### src/rtl/crc_stream_engine.sv
// ============================================================================
// crc_stream_engine : frame-aware Galois CRC generator/checker, LSB-first.
// Optional error counter: define CRC_STREAM_ERRCNT_EN.   Rev 1.0
// ============================================================================
`default_nettype none

module crc_stream_engine #(
   parameter int               DATA_W = 32,
   parameter int               CRC_W  = 20,
   parameter logic [CRC_W-1:0] POLY   = 20'hC1ACF,
   parameter logic [CRC_W-1:0] INIT   = '1,
   parameter logic [CRC_W-1:0] XOROUT = '0
) (
   input  logic                clk,
   input  logic                rst,
   input  logic                s_valid,
   input  logic [DATA_W-1:0]   s_data,
   input  logic                s_sof,
   input  logic                s_eof,
   input  logic [DATA_W/8-1:0] s_keep,
   input  logic                chk_en,
   input  logic [CRC_W-1:0]    chk_crc,
   output logic [CRC_W-1:0]    crc_out,
   output logic                crc_valid,
   output logic                crc_err,
   output logic                orphan,
   output logic                busy
`ifdef CRC_STREAM_ERRCNT_EN
   ,
   input  logic                err_cnt_clr,
   output logic [15:0]         err_cnt
`endif
);

   localparam int NB = DATA_W / 8;

   localparam logic [0:0] ST_IDLE   = 1'b0;
   localparam logic [0:0] ST_ACTIVE = 1'b1;

   logic [0:0]       r_state;
   logic [CRC_W-1:0] r_crc;
   logic [NB-1:0]    w_byte_en;
   logic [CRC_W-1:0] w_next;
   logic [CRC_W-1:0] w_result;
   logic             w_accept;

   // Only the contiguous run of kept bytes starting at byte 0 counts on eof.
   always_comb begin : g_byte_en
      logic run;
      run       = 1'b1;
      w_byte_en = '0;
      for (int i = 0; i < NB; i++) begin
         run          = run & (~s_eof | s_keep[i]);
         w_byte_en[i] = run;
      end
   end

   always_comb begin : g_lfsr
      logic fb;
      fb     = 1'b0;
      w_next = s_sof ? INIT : r_crc;
      for (int i = 0; i < DATA_W; i++) begin
         if (w_byte_en[i/8]) begin
            fb     = w_next[CRC_W-1] ^ s_data[i];
            w_next = {w_next[CRC_W-2:0], 1'b0} ^ (fb ? POLY : '0);
         end
      end
   end

   assign w_result = w_next ^ XOROUT;
   assign w_accept = s_valid & (s_sof | (r_state == ST_ACTIVE));
   assign busy     = (r_state == ST_ACTIVE);

   always_ff @(posedge clk or posedge rst) begin
      if (rst) begin
         r_state   <= ST_IDLE;
         r_crc     <= INIT;
         crc_out   <= INIT ^ XOROUT;
         crc_valid <= 1'b0;
         crc_err   <= 1'b0;
         orphan    <= 1'b0;
      end else begin
         crc_valid <= 1'b0;
         if (w_accept) begin
            r_crc <= w_next;
            if (s_eof) begin
               r_state   <= ST_IDLE;
               crc_valid <= 1'b1;
               crc_out   <= w_result;
               crc_err   <= chk_en & (w_result != chk_crc);
            end else begin
               r_state <= ST_ACTIVE;
            end
         end else if (s_valid) begin
            orphan <= 1'b1;
         end
      end
   end

`ifdef CRC_STREAM_ERRCNT_EN
   always_ff @(posedge clk or posedge rst) begin
      if (rst) begin
         err_cnt <= 16'h0000;
      end else if (err_cnt_clr) begin
         err_cnt <= 16'h0000;
      end else if (crc_valid && crc_err && (err_cnt != 16'hFFFF)) begin
         err_cnt <= err_cnt + 16'h0001;
      end
   end
`endif

endmodule

`default_nettype wire
### config.mk
export PLATFORM = sky130hd
export DESIGN_NAME = crc_stream_engine
export DESIGN_NICKNAME = d
export VERILOG_FILES = /design/src/rtl/crc_stream_engine.sv
export SDC_FILE = /design/constraint.sdc
export NUM_CORES = 1
export LEC_CHECK = 0
export ABC_AREA = 1
export BUFFER_PORTS_ARGS = -buffer_cell sky130_fd_sc_hd__buf_4
export CAP_MARGIN = 25
export CORE_AREA = 5 5 151 153
export CTS_CLUSTER_DIAMETER = 50
export DETAILED_ROUTE_END_ITERATION = 10
export DIE_AREA = 0 0 156 158
export SLEW_MARGIN = 10
export SYNTH_ARGS = -nofsm -noshare
export SYNTH_HDL_FRONTEND = slang
export SYNTH_SLANG_ARGS = --single-unit
### constraint.sdc
create_clock -name clk -period 14.4 [get_ports clk]
set_input_delay 1.44 -clock clk [delete_from_list [all_inputs] [get_ports clk]]
set_output_delay 1.44 -clock clk [all_outputs]
set_load 0.1 [all_outputs]
After elaboration in Yosys (flattened, before gate mapping) --
Cells that the tools add are included.
Storage, ports and cells: input bits 62, bits in registers 44
Cells by class: reductions and logical operators 2, bitwise logic cells 76, multiplexer cells 68, equality and inequality tests 1
Operators with widths (count):
- 20-bit two-way mux | 65
- 20-bit bitwise XOR | 32
- 1-bit bitwise XOR | 32
- 20-bit inequality test | 1
- 1-bit AND | 5
- 1-bit OR | 5
- 2-bit AND reduction | 2
- 1-bit two-way mux | 3
- 1-bit NOT | 2

Longest topological paths before layout --
depth after elaboration 131, mapped depth 163, gate-level depth less buffers 162

Least setup slack after synthesis --
OpenSTA, ideal clock, no wires.
path kind input -> register, start point input port s_sof, end point register crc_err, slack 1.073 ns, setup time 0.120 ns, arrival time 13.207 ns, buffers on the path 4, required time 14.280 ns, stages on the path 151, cell sequence buf_6 nor2_4 nand2_1 nand3_1 nand3_2 nand2_2 nand2_2 nand2_4 nand2_1 nand3_2 nand3_2 nand2_2 buf_6 nand2_4 nand2_2 nand2_1 nand2_1 nand3_1 [... 115 more ...] nand2_2 nand3_1 nand2_2 nand2_4 nand2_4 nand2_4 buf_12 nand3_2 nand2_1 nand2_1 nand3_1 nand2_1 nor2_1 nand2_1 nor2_2 nand2_1 nand2_1 nand2_1
Between the ends: cells in the longest elaborated chain, start to end 131
Ends and longest elaborated chain:
- from (decl) | line 18 | input logic s_sof,
- 20-bit two-way mux | line 61 | w_next = s_sof ? INIT : r_crc;
- 1-bit bitwise XOR | line 64 | fb = w_next[CRC_W-1] ^ s_data[i];
- 20-bit two-way mux | line 65 | w_next = {w_next[CRC_W-2:0], 1'b0} ^ (fb ? POLY : '0);
- 20-bit bitwise XOR | line 65
- 20-bit two-way mux | line 63 | if (w_byte_en[i/8]) begin
- 1-bit bitwise XOR | line 64
- 20-bit two-way mux | line 65
- 20-bit bitwise XOR | line 65
- [... 115 more ...]
- 20-bit bitwise XOR | line 65
- 20-bit two-way mux | line 63
- 1-bit bitwise XOR | line 64
- 20-bit two-way mux | line 65
- 20-bit bitwise XOR | line 65
- 20-bit two-way mux | line 63
- 20-bit inequality test | line 90 | crc_err <= chk_en & (w_result != chk_crc);
- 1-bit AND | line 90
- to (signal assigned) | line 90
- to (decl) | line 25 | output logic crc_err,
Parallel ways exist; a longest one is shown, timed or not. A chain may end at the register's enable or synchronous reset.

Worst setup path after layout --
Ends and elaborated chain as after synthesis.

==> results.md <==
- Die area: between 20000 and 25000 µm²
- Initial antenna violation count: 0
- Vias: slightly above 10000
- Met2 Use GR: between 30% and 40%
- Design Area, Final: between 10000 and 15000 µm²
- Synth Cell Area: between 9000 and 10000 µm²
- Clock Latency Late Sink: 0.29 ns
- Port-buffer cells: 85
- Number of standard cells in the final layout excluding fillers: ~2000
- Worst EP arrival: roughly 14 ns
- Seq cells post-synth: 44
- Ant diodes: 0
- DRT iter0 DRCs: roughly 660
- Vias in the first global route: around 8900
- Clk slew on worst S/H paths: about 0.06 ns
- Final ANT Viol Nets: 0
- Total grt overflow: 0
- Sequential Area: between 1000 and 1500 µm²
- Global routing's busiest layer: met2
- Fmax: between 60 and 70 MHz
- CP endpoint kind: register
- Total track usage: between 20% and 30%
- GP Congestion: 0.9082
- DIE WIDTH: 156 µm
- Post-synthesis sequential area ratio: about an eighth
- Ys Warns: 0
- Placement Rows: between 50 and 60
- Final wirelength: 28930 µm
- Max Cap Viol: 0
- Met1 usage: between 30% and 40%
- DR pass1 iterations: 5
- RSZ-0062 raised after global routing: yes
- Clk sinks: between 40 and 50
- Critical Path RT: roughly 15 ns
- Slew headroom: between 40% and 50%
- Pin slew with the least headroom to its limit: 0.8147 ns
- Most frequent cells in the layout: nand2_1, buf_4, inv_1
- Post-Syn Area per Cell: 5.952 µm²
- # setup viols final: 0
- Hold crit path type: register to register
- GRT met3 Usage: 1.504%
- Placed inst area: roughly 10000 µm²
- Vias per inst: 5.117
- Fill cells: approximately 2200
- Largest net degree at the start of global routing: between 80 and 90
- Total CTS buffers: 5
- Die height: approximately 160 µm
- Async set-reset flop share out of synthesis: 100.0%
- Prevailing post-synth register cell: dfstp_2
- Pre-CTS WS: -0.3664 ns
- Clk_skew: approximately 0.0088 ns
- Post-synth EDFFs: 0
- Final worst setup slack: ~0.083 ns
- Initial Util: about 44%
- Core footprint: ~21000 µm²
- DR DRC count: 0
- Final hold violation count: 0
- Share of layout cells above drive strength 1: roughly 34%
- Fin nets: about 1800
- Area of the multi-input gates: around 8000 µm²
- Drt wl/cell: 14.55 µm
- Ports: 86
- First-pass GRT wire length: 44130 µm
- Root Driver: clkbuf_16
- Max clock buf depth: 2
- Crit path max fanout: 10
- Status: finished, final reports clean
- CP Launch Type: input pin
- Post-Place Cells: 1944
- Cell repeated most along the worst path: nand2_2
- Critical path class: input pin to register
- Post-Syn Nets: about 1600
- Commonest non-fill, non-tap cell in the layout: nand2_1
- Synth unique cells: 43
- Slowest stage cell, crit path: or2_1
- Period utilization: around 99%
- Layout Area Growth over Synthesis: 25.51%
- Minimum clock period after layout: around 14 ns
- Final Core Density: 55.18%
- Fin. max-slew vios: 0
- Htree depth: 2
- CP max stage delay: about 0.21 ns
- DP HPWL: ~22000 µm
- Cell count after synthesis: ~1600
- CTS tree: done
==> path summary, 6_finish.rpt <==
kind	from	to	slack (ns)	depth (start not counted)
min in group asynchronous	rst	crc_valid	1.28	3
worst min register to register	crc_out[6]	crc_out[6]	0.47	2
worst max-delay path	s_sof	crc_err	0.08	155
worst max register to register	r_crc[19]	crc_err	0.77	155
max in group asynchronous	rst	r_crc[15]	12.73	3
worst min-delay path	crc_out[6]	crc_out[6]	0.47	2
==> cell families (layout without fill, tap and decap cells) <==
family	count (synthesis)	after routing	share of synthesized area [%]
simple gates	977	977	50.70
buf+inv	240	366	13.23
compound gates	171	171	9.461
xor+xnor	148	148	14.16
flops	44	44	12.22
mux	2	2	0.2126
==> worst max-delay path, delay by kind of cell <==
| kind | cells | cell delay, ns |
|---|---|---|
| AND/OR/NAND/NOR | 150 | 12.55 |
| buffers and inverters | 5 | 0.44 |
==> repair_timing <==
action | in CTS | in global routing
resized for setup | 25 | 235
hold buffers | 0 | 0
setup buffers | 9 | 26
pin swaps | 17 | 124
endpoints found under the setup margin | 1 | 38
==> layout make-up <==
| cell class | count | area share [%] |
|---|---|---|
| Timing Repair Buffer | 181 | 11.96 |
| Clock buffer | 5 | 1.059 |
| Inverter | 177 | 5.928 |
| Sequential cell | 44 | 9.740 |
| Tap cell | 280 | 2.964 |
| Clock inverter | 3 | 0.3917 |
| Multi-Input combinational cell | 1298 | 67.95 |
==> registers in the layout (all words and copies together), names as in the netlist <==
signal,cells
orphan,1
crc_valid,1
crc_err,1
busy,1
r_crc,20
crc_out,20
==> cell usage after synthesis, types with 2 or more instances <==
| library cell | count | area [µm²] |
|---|---|---|
| nand3_1 | 219 | 1096 |
| dfstp_2 | 40 | 1051 |
| xnor2_1 | 67 | 586.8 |
| o21ai_1 | 7 | 35.03 |
| clkbuf_8 | 20 | 275.3 |
| buf_2 | 2 | 10.01 |
| mux2i_1 | 2 | 20.02 |
| nand4_1 | 4 | 25.02 |
| nand3_4 | 2 | 35.03 |
| xor2_2 | 5 | 81.33 |
| nor2_2 | 3 | 18.77 |
| o21ai_2 | 2 | 17.52 |
| nor3_1 | 2 | 10.01 |
| bufinv_8 | 2 | 35.03 |
| or2_1 | 3 | 18.77 |
| or2_2 | 8 | 50.05 |
| nor2_1 | 71 | 266.5 |
| o21a_1 | 2 | 15.01 |
| xor2_1 | 76 | 665.6 |
| nand2_2 | 76 | 475.5 |
| nand3_2 | 55 | 550.5 |
| clkinv_1 | 3 | 11.26 |
| buf_6 | 12 | 135.1 |
| o21ai_0 | 122 | 610.6 |
| nand3b_1 | 7 | 52.55 |
| a211o_1 | 2 | 17.52 |
| nand2_1 | 502 | 1884 |
| nand2_4 | 21 | 236.5 |
| inv_1 | 167 | 626.9 |
| inv_2 | 4 | 15.01 |
| clkbuf_1 | 26 | 97.59 |
| a21oi_1 | 27 | 135.1 |
| nor2_4 | 2 | 22.52 |
| dfrtp_1 | 4 | 100.1 |
| a31oi_1 | 7 | 43.79 |
==> metal layers <==
metal	vias to the layer above	wire [µm]
met3	42	967
met4	0	857
met1	4665	13080
met5	-	0
met2	195	14020
li1	5270	-
==> stage by stage <==
stage	setup TNS (ns)	hold slack [ns]
global placement	0	0.4563
global route	-21.53	0.4917
finish	0	0.4697
CTS	0	0.4729
detailed placement	-0.4936	0.4576
floorplan	0	0.4520
Power is not shown: default switching activity piles up to over one toggle a cycle in this logic, so the estimate is an artifact.
